<file path="src/rtl/grey_run_ctrl.sv">
// rtl/grey_run_ctrl.sv - preset shifter, load strobe, prescaled count-enable and digit-scan sequencer
// Defining GREY_RUN_CTRL_STEP_EN adds the single-step input.
module grey_run_ctrl #(
  parameter int NDIG      = 12,
  parameter int DW        = 5,
  parameter int SCAN_LOG2 = 4
) (
  input  logic                 CLK,
  input  logic                 RST,
  input  logic                 ser_din,
  input  logic                 sh_en,
  input  logic                 load_go,
  input  logic                 run,
`ifdef GREY_RUN_CTRL_STEP_EN
  input  logic                 step,
`endif
  input  logic [3:0]           rate,
  output logic [NDIG*DW-1:0]   init,
  output logic                 load,
  output logic                 cnt_en,
  output logic [5:0]           sel,
  output logic                 busy,
  output logic                 err
);

  localparam int NBITS = NDIG * DW;
  localparam int BCW   = $clog2(NBITS + 1);
  localparam logic [BCW-1:0] FULL     = BCW'(NBITS);
  localparam logic [5:0]     SEL_LAST = 6'(NDIG - 1);

  typedef enum logic [1:0] {S_IDLE, S_LOAD, S_RUN} state_t;

  state_t            state, state_d;
  logic [NBITS-1:0]  init_d;
  logic [BCW-1:0]    bitcnt, bitcnt_d;
  logic [15:0]       presc, presc_d;
  logic [3:0]        rate_q, rate_d;
  logic              load_d, cnt_en_d, busy_d, err_d;
  logic              presc_wrap;
  logic              step_rise;
  logic [SCAN_LOG2-1:0] scan_div;

  // rate_q is the period in force; a new rate is only adopted at a wrap
  assign presc_wrap = (presc == ((16'd1 << rate_q) - 16'd1));

`ifdef GREY_RUN_CTRL_STEP_EN
  logic step_q;

  always_ff @(posedge CLK) begin
    if (!RST) step_q <= 1'b0;
    else      step_q <= step;
  end

  assign step_rise = step & ~step_q;
`else
  assign step_rise = 1'b0;
`endif

  always_comb begin
    state_d  = state;
    init_d   = init;
    bitcnt_d = bitcnt;
    presc_d  = presc;
    rate_d   = rate_q;
    load_d   = 1'b0;
    cnt_en_d = 1'b0;
    err_d    = err;
    busy_d   = 1'b0;
    case (state)
      S_IDLE: begin
        cnt_en_d = step_rise;
        // a shift strobe wins over a simultaneous load request
        if (sh_en) begin
          init_d = {init[NBITS-2:0], ser_din};
          if (bitcnt != FULL) bitcnt_d = bitcnt + BCW'(1);
        end else if (load_go) begin
          if (bitcnt == FULL) begin
            state_d = S_LOAD;
            load_d  = 1'b1;
          end else begin
            err_d = 1'b1;
          end
        end
      end
      S_LOAD: begin
        bitcnt_d = '0;
        presc_d  = '0;
        rate_d   = rate;
        state_d  = run ? S_RUN : S_IDLE;
      end
      S_RUN: begin
        if (!run) begin
          state_d = S_IDLE;
          presc_d = '0;
        end else if (presc_wrap) begin
          presc_d  = '0;
          cnt_en_d = 1'b1;
          rate_d   = rate;
        end else begin
          presc_d = presc + 16'd1;
        end
      end
      default: state_d = S_IDLE;
    endcase
    busy_d = (state_d != S_IDLE);
  end

  always_ff @(posedge CLK) begin
    if (!RST) begin
      state  <= S_IDLE;
      init   <= '0;
      bitcnt <= '0;
      presc  <= '0;
      rate_q <= '0;
      load   <= 1'b0;
      cnt_en <= 1'b0;
      busy   <= 1'b0;
      err    <= 1'b0;
    end else begin
      state  <= state_d;
      init   <= init_d;
      bitcnt <= bitcnt_d;
      presc  <= presc_d;
      rate_q <= rate_d;
      load   <= load_d;
      cnt_en <= cnt_en_d;
      busy   <= busy_d;
      err    <= err_d;
    end
  end

  // readout scan runs regardless of sequencer state
  always_ff @(posedge CLK) begin
    if (!RST) begin
      scan_div <= '0;
      sel      <= '0;
    end else begin
      scan_div <= scan_div + SCAN_LOG2'(1);
      if (&scan_div) sel <= (sel == SEL_LAST) ? 6'd0 : sel + 6'd1;
    end
  end

endmodule
</file>
<file path="config.mk">
export PLATFORM = sky130hd
export DESIGN_NAME = grey_run_ctrl
export DESIGN_NICKNAME = d
export VERILOG_FILES = /design/src/rtl/grey_run_ctrl.sv
export SDC_FILE = /design/constraint.sdc
export NUM_CORES = 1
export LEC_CHECK = 0
export ABC_AREA = 1
export BUFFER_PORTS_ARGS = -buffer_cell sky130_fd_sc_hd__buf_2
export CAP_MARGIN = 20
export CORE_ASPECT_RATIO = 0.6
export CORE_UTILIZATION = 60
export CTS_CLUSTER_DIAMETER = 50
export DETAILED_ROUTE_END_ITERATION = 12
export HOLD_SLACK_MARGIN = 0.15
export PLACE_DENSITY = 0.83
export SLEW_MARGIN = 40
export SYNTH_ARGS = -nofsm -noshare
export SYNTH_HDL_FRONTEND = slang
export SYNTH_SLANG_ARGS = --single-unit
</file>
<file path="constraint.sdc">
create_clock -name CLK -period 5.9 [get_ports CLK]
set_input_delay 0.885 -clock CLK [delete_from_list [all_inputs] [get_ports CLK]]
set_output_delay 0.885 -clock CLK [all_outputs]
set_load 0.05 [all_outputs]
</file>
* Word-level counts from Yosys, hierarchy flattened
Cells that the tools add are included.
** Operators by class
- Equal/unequal tests :: 10
- Reductions and logical operators :: 11
- Add/sub/neg operators :: 5
- Shift-type cells :: 1
- Mux-type cells :: 18
- Bitwise operators :: 5
** Operators by type and width (count)
- two-way mux 16 bit :: 2
- one-hot mux 16 bit (2 select lines) :: 1
- two-way mux 6 bit :: 3
- adder 16 x 1 -> 16 bit (second input constant) :: 1
- == test 16 bit :: 1
- left shift 1 x 4 -> 16 bit (first input constant) :: 1
- subtractor 16 x 1 -> 16 bit (second input constant) :: 1
- adder 6 x 1 -> 6 bit (second input constant) :: 2
- one-hot mux 6 bit (2 select lines) :: 1
- two-way mux 2 bit :: 5
- AND reduction 3 bit :: 3
- two-way mux 4 bit :: 2
- != test 2 bit (second input constant) :: 4
- one-hot mux 4 bit (2 select lines) :: 1
- AND reduction 4 bit :: 2
- == test 6 x 4 -> 1 bit (second input constant) :: 1
- == test 6 bit (second input constant) :: 1
- != test 6 bit (second input constant) :: 1
- one-hot mux 2 bit (3 select lines) :: 1
- nonzero test 2 bit :: 3
- NOT 1 bit :: 5
- adder 4 x 1 -> 4 bit (second input constant) :: 1
- OR reduction 4 bit :: 1
- == test 2 x 1 -> 1 bit (second input constant) :: 1
- 4 further kinds :: 5
** Word-level totals
- Word-level logic and storage cells :: 61
- Register bits after elaboration :: 102

* Depth between registers and ports, before layout
- Word-level depth :: 6
- Mapped depth :: 16
- Depth with buffers taken out :: 15

* Worst setup path after synthesis
OpenSTA, ideal clock, no wires.
- Kind :: register -> register
- From :: reg rate_q[3]
- To :: reg presc[11]
- Slack :: 3.879 ns
- Setup time :: 0.132 ns
- Cell stages (with the launch flop) :: 15
- Clock period less this slack :: 2.021 ns
- Arrival time :: 1.889 ns
- Path through :: dfxtp_1 nor2_2 nand2_1 ha_1 nand2_1 nand2_1 nor2_1 nand3_1 nor2_1 nand2_1 nor2_4 nand3_4 buf_6 nand4_1 a21oi_1
** Between the ends
- Word-level cells in the longest chain between the ends :: 6
** RTL lines
- from (decl) :: line 37 : logic [3:0] rate_q, rate_d;
- from (signal assigned) :: line 124 : rate_q <= rate_d;
- left shift 1 x 4 -> 16 bit :: line 44 : assign presc_wrap = (presc == ((16'd1 << rate_q) - 16'd1));
- subtractor 16 x 1 -> 16 bit :: line 44
- == test 16 bit :: line 44
- two-way mux 16 bit :: line 95 : end else if (presc_wrap) begin
- two-way mux 16 bit :: line 92 : if (!run) begin
- one-hot mux 16 bit (2 select lines) :: line 69 : case (state)
- to (signal assigned) :: line 123 : presc <= presc_d;
- to (decl) :: line 36 : logic [15:0] presc, presc_d;
No other way between the ends.
A chain may end at the register's enable or synchronous reset.

* Worst setup path after layout
- From :: reg rate_q[3]
- To :: reg rate_q[2]
** Between the ends
- Word-level cells in the longest chain between the ends :: 5
** RTL lines (line)
- left shift 1 x 4 -> 16 bit :: 44
- subtractor 16 x 1 -> 16 bit :: 44
- == test 16 bit :: 44
- != test 2 bit (no source line)
- AND reduction 3 bit (no source line)
No other way between the ends.

==> key figures <==
Place
  – HPWL after DPL: 7.63 mm
  – RD Place Congestion: 0.914
  – Buffers on Ports: 79

Setup path
  – Crit. End Element: flop
  – Critical Path Fanout Max: 18
  – Startpoint types: flop
  – Crit Path Category: flop to flop
  – Worst Path Required: 6.14 ns
  – Crit path DAT: 2.91 ns

Detailed routing
  – Initial DRC Count: 434
  – DRC Markers: 0
  – First-pass iteration count of the detailed router: 5
  – Total Wirelength: 11.2 mm
  – Total number of vias: 4549
  – DR vias/cell: 5.43
  – Detail Route Antenna Nets: 0
  – Routed len/inst: 13.4 µm

Yosys
  – Most common cell in the synthesized netlist: nor2_1
  – Top cell type's share of synthesized area: 0.434
  – Commonest cells post-synth: nor2_1 (159), dfxtp_1 (102), nand2_1 (99)
  – Synth async-reset ratio: 0
  – Largest area contributor in the synthesized netlist: dfxtp_1
  – Post-Syn Area: 4700 µm²
  – Ys Warns: 0
  – Syn Nets: 687
  – Netlist cell types: 35
  – FF+latch count, synth: 102
  – EDFF count, synth: 0
  – Mapped Cells: 667
  – Top FF cell, synth: dfxtp_1
  – Ranking of synthesized cells by area: dfxtp_1 (43%), nor2_1 (13%), nand2_1 (7.9%), o21ai_0 (7.5%), inv_1 (4.3%)
  – Sequential fraction of the synthesis area: 0.434
  – Synth Area per Inst: 7.05 µm²

Cells and area
  – Final core occ: 0.733
  – Layout cell share with drive strength beyond 1: 0.157
  – Fin nets: 748
  – Diode count: 0
  – Area delta synth->final: 15.7%

Clocking
  – Clock-pin slew on the worst setup and hold paths: 0.07 ns
  – Clock latency on the worst-skew pair: 0.35 ns
  – CTS tree: built
  – Resize count post-CTS: 0
  – # clock sinks: 102
  – # hold bufs at CTS: 0
  – CTS buffer count: 9
  – Number of post-CTS setup repair buffers: 0
  – Clk buf depth: 2
  – Number of H-tree levels: 3
  – CTS root buffer: clkbuf_16

Power
  – Leak: 2.58 nW
  – PD cells: 292 nW/µm²
  – VDD IR-drop max: 0.221 mV

Floorplan
  – Die Wd: 116 µm
  – I/O pin cnt: 80
  – Total die area: 8210 µm²
  – Num rows: 24
  – Die Ht: 70.6 µm
  – Initial Util: 0.634
  – Core area: 7420 µm²

Timing
  – Highest clock rate: 375 MHz
  – Hold Slack: 0.450 ns
  – Setup-violating endpoint count in the final report: 0
  – Final Cycle Share: 0.452
  – Max Slew Vio Count: 0
  – TNS Setup: 0 ns
  – Worst slew pin tran: 0.787 ns
  – Worst clock skew: 0.00497 ns
  – Fin crit period: 2.66 ns
  – RSZ-0062 raised after global routing: no
  – Relative slew margins: 0.475
  – Final Hold Fails: 0

GRT
  – Largest net degree at the start of global routing: 73
  – Initial antenna violation count: 0
  – Congestion Overflow GR: 0
  – Gr usage total: 0.295
  – First-pass GRT wire length: 18.9 mm
  – Vias in the first global route: 3934

Outcome
  – Outcome: completed

Min path
  – Worst hold path class: flop to flop

Job
  – Max Cap Viol: 0
cells by family (layout without fill, tap and decap cells):
| kind of cell | after synthesis | count (layout) | share of synthesized area |
|---|---|---|---|
| compound gates | 110 | 110 | 0.120 |
| flops | 102 | 102 | 0.434 |
| xor+xnor | 15 | 15 | 0.0295 |
| fa+ha+maj | 10 | 10 | 0.0266 |
| buf+inv | 92 | 158 | 0.0809 |
| simple gates | 338 | 338 | 0.308 |
final cells by class:
cell class / instances / area (µm²)
Sequential cell: 102 / 2040
Tap cell: 104 / 130
Clock inverter: 7 / 118
Inverter: 60 / 228
Clock buffer: 9 / 225
Fill cell: 591 / 1980
Timing Repair Buffer: 82 / 418
Multi-Input combinational cell: 473 / 2280
registers in the layout, summed over array words and instances, names as in the netlist:
register / cells
bitcnt: 6
busy: 1
cnt_en: 1
err: 1
init: 60
load: 1
presc: 16
rate_q: 4
scan_div: 4
sel: 6
state: 2
layer usage:
metal,vias up,part of all wire,track usage
li1,2273,-,-
met3,14,0.085,0.0943
met2,185,0.43,0.435
met1,2077,0.47,0.421
met4,0,0.010,0.0627
met5,-,0,0
per-stage QoR:
step	worst slack (ns)	power [mW]	instance area [µm²]	cells
2_1_floorplan	3.88	0.897	4700	667
3_3_place_gp	3.24	0.937	5100	821
3_5_place_dp	3.14	0.941	5100	821
4_1_cts	3.28	1.60	5440	837
5_1_grt	2.99	1.65	5440	837
6_report	3.24	1.59	5440	837
cell usage in the layout, fill, tap and decap left out, drive strengths merged, types with 5 or more instances in the layout:
master	netlist	layout
a21oi	34	34
xor2	13	13
dfxtp	102	102
buf	8	82
nand3	31	31
o21ai	71	71
nor3	15	15
nor2	164	164
nand4	20	20
inv	57	59
clkinv	3	5
nand2	104	104
ha	10	10
clkbuf	24	9
worst paths after layout:
| check | startpoint | to | slack [ns] | cells after the start |
|---|---|---|---|---|
| worst max-delay path | rate_q[3] | rate_q[2] | 3.24 | 15 |
| worst min-delay path | scan_div[0] | scan_div[0] | 0.45 | 1 |
| worst max register to register | rate_q[3] | rate_q[2] | 3.24 | 15 |
| worst min register to register | scan_div[0] | scan_div[0] | 0.45 | 1 |
report_power, final:
group / leakage [nW] / internal [mW] / switching [mW]
registers: 0.835 / 0.717 / 0.0209
logic: 1.58 / 0.0415 / 0.147
clock network: 0.162 / 0.382 / 0.279
worst max-delay path: stages, from the launching register on:
cell and delay, ns:
dfxtp_1 0.48, nor2_2 0.35, nand3_1 0.15, ha_1 0.33, nand2_1 0.09, nand2_1 0.05
nor2_1 0.08, nand3_1 0.08, nor2_1 0.09, nand2_1 0.10, nor2_4 0.11, nand3_4 0.23
nand2_4 0.19, nand3_1 0.10, nand2_1 0.09, nor2_1 0.05
Power figures use the tool's default switching activity.
